[config.mk]
export PLATFORM = sky130hd
export DESIGN_NAME = icg_enable_ctrl_flat
export DESIGN_NICKNAME = d
export VERILOG_FILES = /design/src/rtl/icg_enable_ctrl_if.sv /design/src/rtl/icg_enable_ctrl.sv /design/src/flat_wrapper.sv
export SDC_FILE = /design/constraint.sdc
export NUM_CORES = 1
export LEC_CHECK = 0
export ABC_CLOCK_PERIOD_IN_PS = 1500
export CAP_MARGIN = 20
export CORE_MARGIN = 4
export CORE_UTILIZATION = 40
export CTS_BUF_LIST = sky130_fd_sc_hd__clkbuf_2 sky130_fd_sc_hd__clkbuf_4 sky130_fd_sc_hd__clkbuf_8
export DETAILED_ROUTE_END_ITERATION = 12
export HOLD_SLACK_MARGIN = 0.12
export SYNTH_ARGS = -nofsm -noshare
export SYNTH_HDL_FRONTEND = slang
export SYNTH_SLANG_ARGS = --single-unit
export TNS_END_PERCENT = 100
[constraint.sdc]
create_clock -name CLK -period 1.5 [get_ports CLK]
set_input_delay 0.3 -clock CLK [delete_from_list [all_inputs] [get_ports CLK]]
set_output_delay 0.3 -clock CLK [all_outputs]
set_load 0.01 [all_outputs]
[src/rtl/icg_enable_ctrl_if.sv]
// Signal bundle between a clock-gated domain, its wake initiator and the ICG enable controller.
// REQ/ACK is four-phase: REQ rises, ACK rises, REQ falls, ACK falls; REQ must hold until ACK rises.
interface icg_enable_ctrl_if;
  logic BUSY;
  logic REQ;
  logic SCAN_EN;
  logic E;
  logic TE;
  logic ACK;
  logic GATED;

  modport master (
    output BUSY, REQ, SCAN_EN,
    input  E, TE, ACK, GATED
  );

  modport slave (
    input  BUSY, REQ, SCAN_EN,
    output E, TE, ACK, GATED
  );
endinterface

[src/rtl/icg_enable_ctrl.sv]
// Idle-detect controller for an ICG cell: gates the downstream clock after IDLE_CYCLES idle
// edges and re-enables it on BUSY/REQ, acknowledging REQ only once WAKE_CYCLES have elapsed.
module icg_enable_ctrl #(
  parameter int IDLE_CYCLES = 8,
  parameter int WAKE_CYCLES = 2,
  parameter int CNT_W       = 4
) (
  input  logic                CLK,
  input  logic                RST,
  icg_enable_ctrl_if.slave    bus,
  output logic [1:0]          dbg_state
);
  typedef enum logic [1:0] {
    S_RUN   = 2'd0,
    S_GATED = 2'd1,
    S_WAKE  = 2'd2
  } state_t;

  localparam logic [CNT_W-1:0] IDLE_LAST = CNT_W'(IDLE_CYCLES - 1);
  localparam logic [CNT_W-1:0] WAKE_LAST = CNT_W'(WAKE_CYCLES - 1);
  localparam logic [CNT_W-1:0] CNT_ONE   = CNT_W'(1);

  state_t           state_q, state_d;
  logic             e_q, e_d;
  logic             te_q;
  logic             ack_q, ack_d;
  logic             gated_q, gated_d;
  logic [CNT_W-1:0] idle_cnt_q, idle_cnt_d;
  logic [CNT_W-1:0] wake_cnt_q, wake_cnt_d;
  logic             idle;

  // ACK in the idle term keeps the domain clocked until the handshake has fully returned to zero.
  assign idle = !bus.BUSY && !bus.REQ && !ack_q;

  always_ff @(posedge CLK) begin
    if (RST) begin
      state_q    <= S_RUN;
      e_q        <= 1'b1;
      te_q       <= 1'b0;
      ack_q      <= 1'b0;
      gated_q    <= 1'b0;
      idle_cnt_q <= '0;
      wake_cnt_q <= '0;
    end else begin
      state_q    <= state_d;
      e_q        <= e_d;
      te_q       <= bus.SCAN_EN;
      ack_q      <= ack_d;
      gated_q    <= gated_d;
      idle_cnt_q <= idle_cnt_d;
      wake_cnt_q <= wake_cnt_d;
    end
  end

  always_comb begin
    state_d    = state_q;
    e_d        = e_q;
    ack_d      = ack_q;
    gated_d    = gated_q;
    idle_cnt_d = idle_cnt_q;
    wake_cnt_d = wake_cnt_q;

    if (bus.SCAN_EN) begin
      state_d    = S_RUN;
      e_d        = 1'b1;
      gated_d    = 1'b0;
      ack_d      = bus.REQ;
      idle_cnt_d = '0;
      wake_cnt_d = '0;
    end else begin
      case (state_q)
        S_RUN: begin
          ack_d = bus.REQ;
          if (!idle) begin
            idle_cnt_d = '0;
          end else if (idle_cnt_q == IDLE_LAST) begin
            state_d    = S_GATED;
            e_d        = 1'b0;
            gated_d    = 1'b1;
            idle_cnt_d = '0;
          end else begin
            idle_cnt_d = idle_cnt_q + CNT_ONE;
          end
        end
        S_GATED: begin
          if (bus.BUSY || bus.REQ) begin
            state_d    = S_WAKE;
            e_d        = 1'b1;
            gated_d    = 1'b0;
            wake_cnt_d = '0;
          end
        end
        S_WAKE: begin
          // Runs to completion regardless of BUSY/REQ so the gated domain always settles.
          ack_d = 1'b0;
          if (wake_cnt_q == WAKE_LAST) begin
            state_d    = S_RUN;
            wake_cnt_d = '0;
          end else begin
            wake_cnt_d = wake_cnt_q + CNT_ONE;
          end
        end
        default: begin
          state_d = S_RUN;
          e_d     = 1'b1;
          gated_d = 1'b0;
        end
      endcase
    end
  end

  assign bus.E     = e_q;
  assign bus.TE    = te_q;
  assign bus.ACK   = ack_q;
  assign bus.GATED = gated_q;
  assign dbg_state = state_q;
endmodule
[src/flat_wrapper.sv]
// flat-port wrapper written by rule: the top's interface ports become plain ports
module icg_enable_ctrl_flat 
#(
  parameter int IDLE_CYCLES = 8,
  parameter int WAKE_CYCLES = 2,
  parameter int CNT_W       = 4
)
  (CLK, RST, dbg_state, bus_BUSY, bus_REQ, bus_SCAN_EN, bus_E, bus_TE, bus_ACK, bus_GATED);
  icg_enable_ctrl_if bus_i ();
  input  logic CLK;
  input  logic RST;
  output logic [1:0] dbg_state;
  input wire logic [$bits(bus_i.BUSY)-1:0] bus_BUSY;
  input wire logic [$bits(bus_i.REQ)-1:0] bus_REQ;
  input wire logic [$bits(bus_i.SCAN_EN)-1:0] bus_SCAN_EN;
  output wire logic [$bits(bus_i.E)-1:0] bus_E;
  output wire logic [$bits(bus_i.TE)-1:0] bus_TE;
  output wire logic [$bits(bus_i.ACK)-1:0] bus_ACK;
  output wire logic [$bits(bus_i.GATED)-1:0] bus_GATED;
  assign bus_i.BUSY = bus_BUSY;
  assign bus_i.REQ = bus_REQ;
  assign bus_i.SCAN_EN = bus_SCAN_EN;
  assign bus_E = bus_i.E;
  assign bus_TE = bus_i.TE;
  assign bus_ACK = bus_i.ACK;
  assign bus_GATED = bus_i.GATED;
  icg_enable_ctrl #(.IDLE_CYCLES(IDLE_CYCLES), .WAKE_CYCLES(WAKE_CYCLES), .CNT_W(CNT_W)) u_core (.CLK(CLK), .RST(RST), .bus(bus_i), .dbg_state(dbg_state));
endmodule
* Yosys cells after proc, flatten, opt, wreduce, memory -nomap -nowiden
Index checks and enable logic that the tools add are counted.
Word-level totals: output and inout port bits 6, register bits after elaboration 14, bits of input ports 5
Operators by class: equality and inequality tests 8, $add $sub $neg 2, mux-type cells 20, bitwise logic cells 1, reduce and logical (&&, ||, !) cells 13
Operators with widths (number):
- 4-bit 2-to-1 mux | 4
- 4-bit by 1-bit adder with 4-bit output (second input constant) | 2
- 2-bit 2-to-1 mux | 4
- 2-bit by 1-bit inequality test with 1-bit output (second input constant) | 4
- 4-bit case mux with 2 select lines | 1
- 4-bit AND reduction | 2
- 1-bit 2-to-1 mux | 7
- 1-bit case mux with 3 select lines | 2
- 2-bit case mux with 3 select lines | 1
- 4-bit by 1-bit == test with 1-bit output (second input constant) | 1
- 4-bit by 3-bit == test with 1-bit output (second input constant) | 1
- 1-bit zero test | 3
- 3-bit nonzero test | 1
- 2-bit by 1-bit == test with 1-bit output (second input constant) | 1
- 2-bit == test (second input constant) | 1
- 1-bit logical AND | 2
- 2-bit zero test | 1
- 1-bit case mux with 2 select lines | 1
- 2-bit AND reduction | 1
- 2-bit nonzero test | 1
- 2-bit OR reduction | 1
- 1-bit logical OR | 1
- 1-bit NOT | 1

* Depth between registers and ports, before layout
depth after elaboration 5, gate-level depth with buffers 5

* Worst setup path after synthesis
No wires, ideal clock.
path kind flip-flop to flip-flop, start point register u_core.state_q[1], in the netlist u_core.dbg_state[1], end point register u_core.e_q, in the netlist u_core.bus.E, arrival 1.211 ns, slack 0.169 ns, cell stages (with the launch flop) 5, required time 1.380 ns, library setup time 0.120 ns, cells stage by stage dfxtp_1 -> or3_1 -> a21oi_1 -> a21oi_1 -> or2_1
On the way: cells in the longest elaborated chain, start to end 3, elaborated cells between the ends (all ways) 9, classes of those cells eq/ne: 5; mux: 1; bitwise: 1; reduce/logical: 2
RTL lines:
- start, declared | RTL line icg_enable_ctrl.sv:23 | state_t state_q, state_d;
- start signal, assigned | RTL line icg_enable_ctrl.sv:45 | state_q <= state_d;
- 2-bit by 1-bit == test with 1-bit output (tied with other cells) | RTL line icg_enable_ctrl.sv:71 | case (state_q)
- 2-bit by 1-bit inequality test with 1-bit output (no line) or 1-bit NOT (tied branches)
- 4-bit AND reduction (no line)
- end signal, assigned | RTL line icg_enable_ctrl.sv:38 | e_q <= 1'b1;
- end signal, assigned | RTL line icg_enable_ctrl.sv:46 | e_q <= e_d;
- end, declared | RTL line icg_enable_ctrl.sv:24 | logic e_q, e_d;
Parallel ways exist; a longest one is shown, timed or not. A chain may end at the register's enable or synchronous reset.

* Final worst setup path
start point register u_core.ack_q, in the netlist u_core.bus.ACK, end point register u_core.idle_cnt_q[2]
On the way: cells in the longest elaborated chain, start to end 3
RTL lines:
- start, declared | RTL line icg_enable_ctrl.sv:26 | logic ack_q, ack_d;
- start signal, assigned | RTL line icg_enable_ctrl.sv:48 | ack_q <= ack_d;
- 1-bit zero test | RTL line icg_enable_ctrl.sv:33 | assign idle = !bus.BUSY && !bus.REQ && !ack_q;
- 1-bit logical AND | RTL line icg_enable_ctrl.sv:33
- 4-bit 2-to-1 mux | RTL line icg_enable_ctrl.sv:74 | if (!idle) begin
- end signal, assigned | RTL line icg_enable_ctrl.sv:50 | idle_cnt_q <= idle_cnt_d;
- end, declared | RTL line icg_enable_ctrl.sv:28 | logic [CNT_W-1:0] idle_cnt_q, idle_cnt_d;
Every way passes these cells.

==> impl_table.tex <==
\begin{tabular}{lr}
\hline
Metric & Value \\
\hline
\multicolumn{2}{l}{\textbf{Drt}} \\
Wire length reported by the detailed router & 1.46 mm \\
Drt drc & 0 \\
Routed length per placed instance & roughly 13 um \\
Drt initial violations & 6 \\
Vias post-DR & 623 \\
Average via count per standard cell & $\sim$5.4 \\
Number of nets with antenna violations after routing & 0 \\
Count of TritonRoute iterations in the first routing pass & 4 \\
\multicolumn{2}{l}{\textbf{STA}} \\
Worst-Margin Slew & between 200 and 300 ps \\
Final Setup Violations & 0 \\
Part of the cycle the worst path needs & 94.1\% \\
Final setup TNS & 0 ps \\
Endpoints failing hold & 0 \\
Relative max-transition margin & between 80\% and 90\% \\
Number of max-slew violations in the final report & 0 \\
Post-layout min period & 1410 ps \\
Worst clock skew & approximately 8.9 ps \\
Unrepaired setup endpoints after global routing & no \\
Achievable clock frequency & roughly 700 MHz \\
\multicolumn{2}{l}{\textbf{Yosys}} \\
Yosys top cell area share & between 40\% and 50\% \\
Count of different cell masters after synthesis & 30 \\
Flip-flop and latch count after synthesis & 14 \\
Synthesized area divided by synthesized cell count & $\sim$8.9 um2 \\
Area of the mapped netlist & 676 um2 \\
Library cell occupying the most area in the post-synthesis netlist & sky130\_fd\_sc\_hd\_\_dfxtp\_1 \\
Synthesis warning total & 0 \\
Mapped Cells & 76 \\
Top cells by area in the synthesized netlist & sky130\_fd\_sc\_hd\_\_dfxtp\_1 41\%, sky130\_fd\_sc\_hd\_\_a21oi\_1 5.9\%, sky130\_fd\_sc\_hd\_\_ha\_1 5.6\%, sky130\_fd\_sc\_hd\_\_nor2\_1 5.0\%, sky130\_fd\_sc\_hd\_\_nand3b\_1 3.3\% \\
Fraction of the yosys area taken by sequential cells & about two fifths \\
Total nets after synthesis & 84 \\
\multicolumn{2}{l}{\textbf{Setup path}} \\
Destination of the worst register-to-register timing path & u\_core.idle\_cnt\_q[2]\$\_SDFFE\_PP0P\_ \\
Data required time at the worst endpoint & 1710 ps \\
Critical path endpoint category & flop \\
Worst R2R Start & u\_core.bus.ACK\$\_SDFFE\_PP0P\_ \\
Top fanout value on the critical path & 4 \\
Worst setup path class & flop to flop \\
Setup slack, reg-to-reg & just under 90 ps \\
Kind of start point of the critical path & flop \\
Number of cells traversed by the worst register-to-register path & 5 \\
Critical Path AT & 1630 ps \\
\multicolumn{2}{l}{\textbf{Floorplanning}} \\
Die Area & approximately 2400 um2 \\
Width of the die & between 40 and 50 um \\
\# rows & 14 \\
Starting utilization of the core area & between 40\% and 50\% \\
Core footprint & around 1600 um2 \\
DIE HEIGHT & 49.1 um \\
Top-Level Pins & 11 \\
\multicolumn{2}{l}{\textbf{Power and ir drop}} \\
Static leakage power & around 0.39 nW \\
Share of total power in combinational logic & just over 9\% \\
Switching portion of total power & between 20\% and 30\% \\
NetSw & around 0.14 mW \\
Power share of the clock group & about 33\% \\
Total power of the final layout & 0.647 mW \\
Power per unit of standard cell area & between 700 and 800 nW/um2 \\
Part of the total power dissipated in sequential elements & 58.1\% \\
Internal Dissipation & between 0.5 and 0.6 mW \\
Largest voltage drop on the vdd net & 0.674 mV \\
\multicolumn{2}{l}{\textbf{GRT}} \\
Largest net degree at the start of global routing & 9 \\
Initial antenna violation count & 0 \\
Met3 global-route usage & under 10\% \\
Sum of overflow across all layers after global routing & 0 \\
Global-route wire length before repair & 2.50 mm \\
Met1 layer usage reported by global route & between 10\% and 20\% \\
Vias in the first global route & approximately 560 \\
Fraction of met2 tracks used by global routing & 22.1\% \\
Overall global routing resource usage & between 10\% and 20\% \\
Most Used Layer, Global Route & met2 \\
\multicolumn{2}{l}{\textbf{Cells and area}} \\
Post-route cell area & just over 900 um2 \\
Number of antenna cells inserted & 0 \\
Most common cell after layout, fill and taps aside & sky130\_fd\_sc\_hd\_\_buf\_4 \\
Leading cell types in the layout, fill and taps excluded & 13 x sky130\_fd\_sc\_hd\_\_buf\_4, 12 x sky130\_fd\_sc\_hd\_\_dfxtp\_1, 9 x sky130\_fd\_sc\_hd\_\_nor2\_1 \\
Layout cell share with drive strength beyond 1 & between 20\% and 30\% \\
Layout Area Growth over Synthesis & 36.5\% \\
Post-layout nets & 110 \\
\multicolumn{2}{l}{\textbf{CTS}} \\
Clock transition at path regs & approximately 90 ps \\
TritonCTS clock tree & done \\
Number of post-CTS setup repair buffers & 0 \\
Insertion delay of the later-clocked pin in the worst-skew pair & 280 ps \\
Clock tree buffer depth & 2 \\
Number of hold buffers added after CTS & 0 \\
Root Buffer Master & sky130\_fd\_sc\_hd\_\_clkbuf\_4 \\
H-tree depth reported by CTS & 1 \\
\# clock sinks & 14 \\
CTS buffer count & 3 \\
\multicolumn{2}{l}{\textbf{Place}} \\
Number of input and output port buffers inserted & 10 \\
Final estimated routing congestion in global placement & $\sim$0.82 \\
Placed inst area & between 800 and 900 um2 \\
Final HPWL DP & 1.10 mm \\
\multicolumn{2}{l}{\textbf{Worst hold path}} \\
Min-Delay Path Class & input pin to flop \\
Cell depth of the worst min-delay path & 4 \\
Worst hold endpoint & u\_core.bus.ACK\$\_SDFFE\_PP0P\_ \\
Startpoint of the worst hold path & bus\_REQ \\
\multicolumn{2}{l}{\textbf{Run}} \\
Max Cap Viol & 0 \\
\multicolumn{2}{l}{\textbf{Outcome}} \\
Result of the run & finished clean \\
\hline
\end{tabular}
-- cell families after synthesis --
| logic type | count (synthesis) | synth area share [%] |
|---|---|---|
| and+or+nand+nor | 34 | 31.3 |
| AOI/OAI and AO/OA | 21 | 18.9 |
| DFF | 14 | 41.5 |
| buffers and inverters | 4 | 2.78 |
| adders and majority gates | 3 | 5.56 |
-- cells in the mapped netlist, drive strengths merged --
cell type   n
a31oi       3
dfxtp      14
nor3b       1
nor3        2
nand2       4
a21oi       9
or2         3
inv         2
o211ai      2
buf         1
a211oi      2
o21ai       3
ha          3
nand4       1
nand3       2
or3         3
a22oi       1
and3b       1
nor2        9
nand3b      3
a21o        1
clkbuf      1
nand2b      1
nor2b       3
and3        1
-- worst max-delay path: stages, from the launching register on --
cell,delay (ps)
sky130_fd_sc_hd__dfxtp_2,350
sky130_fd_sc_hd__or3_4,400
sky130_fd_sc_hd__nor3_4,250
sky130_fd_sc_hd__buf_4,150
sky130_fd_sc_hd__nand3b_1,90
sky130_fd_sc_hd__a21oi_2,110
-- what timing repair did --
item | 4_1_cts | 5_1_grt
endpoints found under the setup margin | 3 | 4
pin swaps | 0 | 2
gates resized for setup | 6 | 6
endpoints found under the hold margin | 0 | 0
gates cloned | 0 | 0
-- sequential cells by signal (all words and copies together), names as in the netlist --
signal and flops:
u_core.idle_cnt_q 4, u_core.wake_cnt_q 4, u_core.dbg_state 2, u_core.bus.ACK 1
u_core.bus.E 1, u_core.bus.GATED 1, u_core.bus.TE 1
-- power groups by stage --
stage / clock network (mW) / logic (mW) / registers (mW)
finish: 0.211 / 0.0598 / 0.376
global route: 0.245 / 0.0650 / 0.377
CTS: 0.226 / 0.0600 / 0.376
detailed placement: 0 / 0.0609 / 0.386
global placement: 0 / 0.0605 / 0.386
floorplan: 0 / 0.0175 / 0.387
-- worst max-delay path by stage --
stage,end,depth (start not counted),slack [ps],start
after global placement,u_core.bus.E$_SDFFE_PP1P_,5,-210,bus_REQ
after floorplan,u_core.bus.E$_SDFFE_PP1P_,4,170,u_core.dbg_state[1]$_SDFFE_PP0P_
after global routing,u_core.idle_cnt_q[2]$_SDFFE_PP0P_,5,10,u_core.bus.ACK$_SDFFE_PP0P_
after CTS,bus_GATED,1,30,u_core.bus.GATED$_SDFFE_PP0P_
final,u_core.idle_cnt_q[2]$_SDFFE_PP0P_,5,90,u_core.bus.ACK$_SDFFE_PP0P_
after detailed placement,u_core.bus.E$_SDFFE_PP1P_,5,-230,bus_REQ
-- routing by layer --
layer	share of wire [%]	wire length (um)
met2	43	634
met5	0	0
met3	5.9	86
met1	50	727
met4	0.89	13
-- layout make-up --
type / count / area [um2]
Clock buffer: 3 / 22.5
Fill cell: 152 / 637
Inverter: 2 / 7.51
Multi-Input combinational cell: 58 / 380
Sequential cell: 14 / 285
Tap cell: 16 / 20.0
Timing Repair Buffer: 23 / 206
-- stage by stage --
step	instances	util (%)	hold slack (ps)	worst slack [ps]
floorplan	76	-	369	169
global placement	113	56.6	473	-210
detailed placement	113	56.6	473	-233
CTS	116	58.1	489	25.0
global route	116	59.1	447	13.1
finish	116	59.1	450	88.2
(Power assumes the default switching activity.)
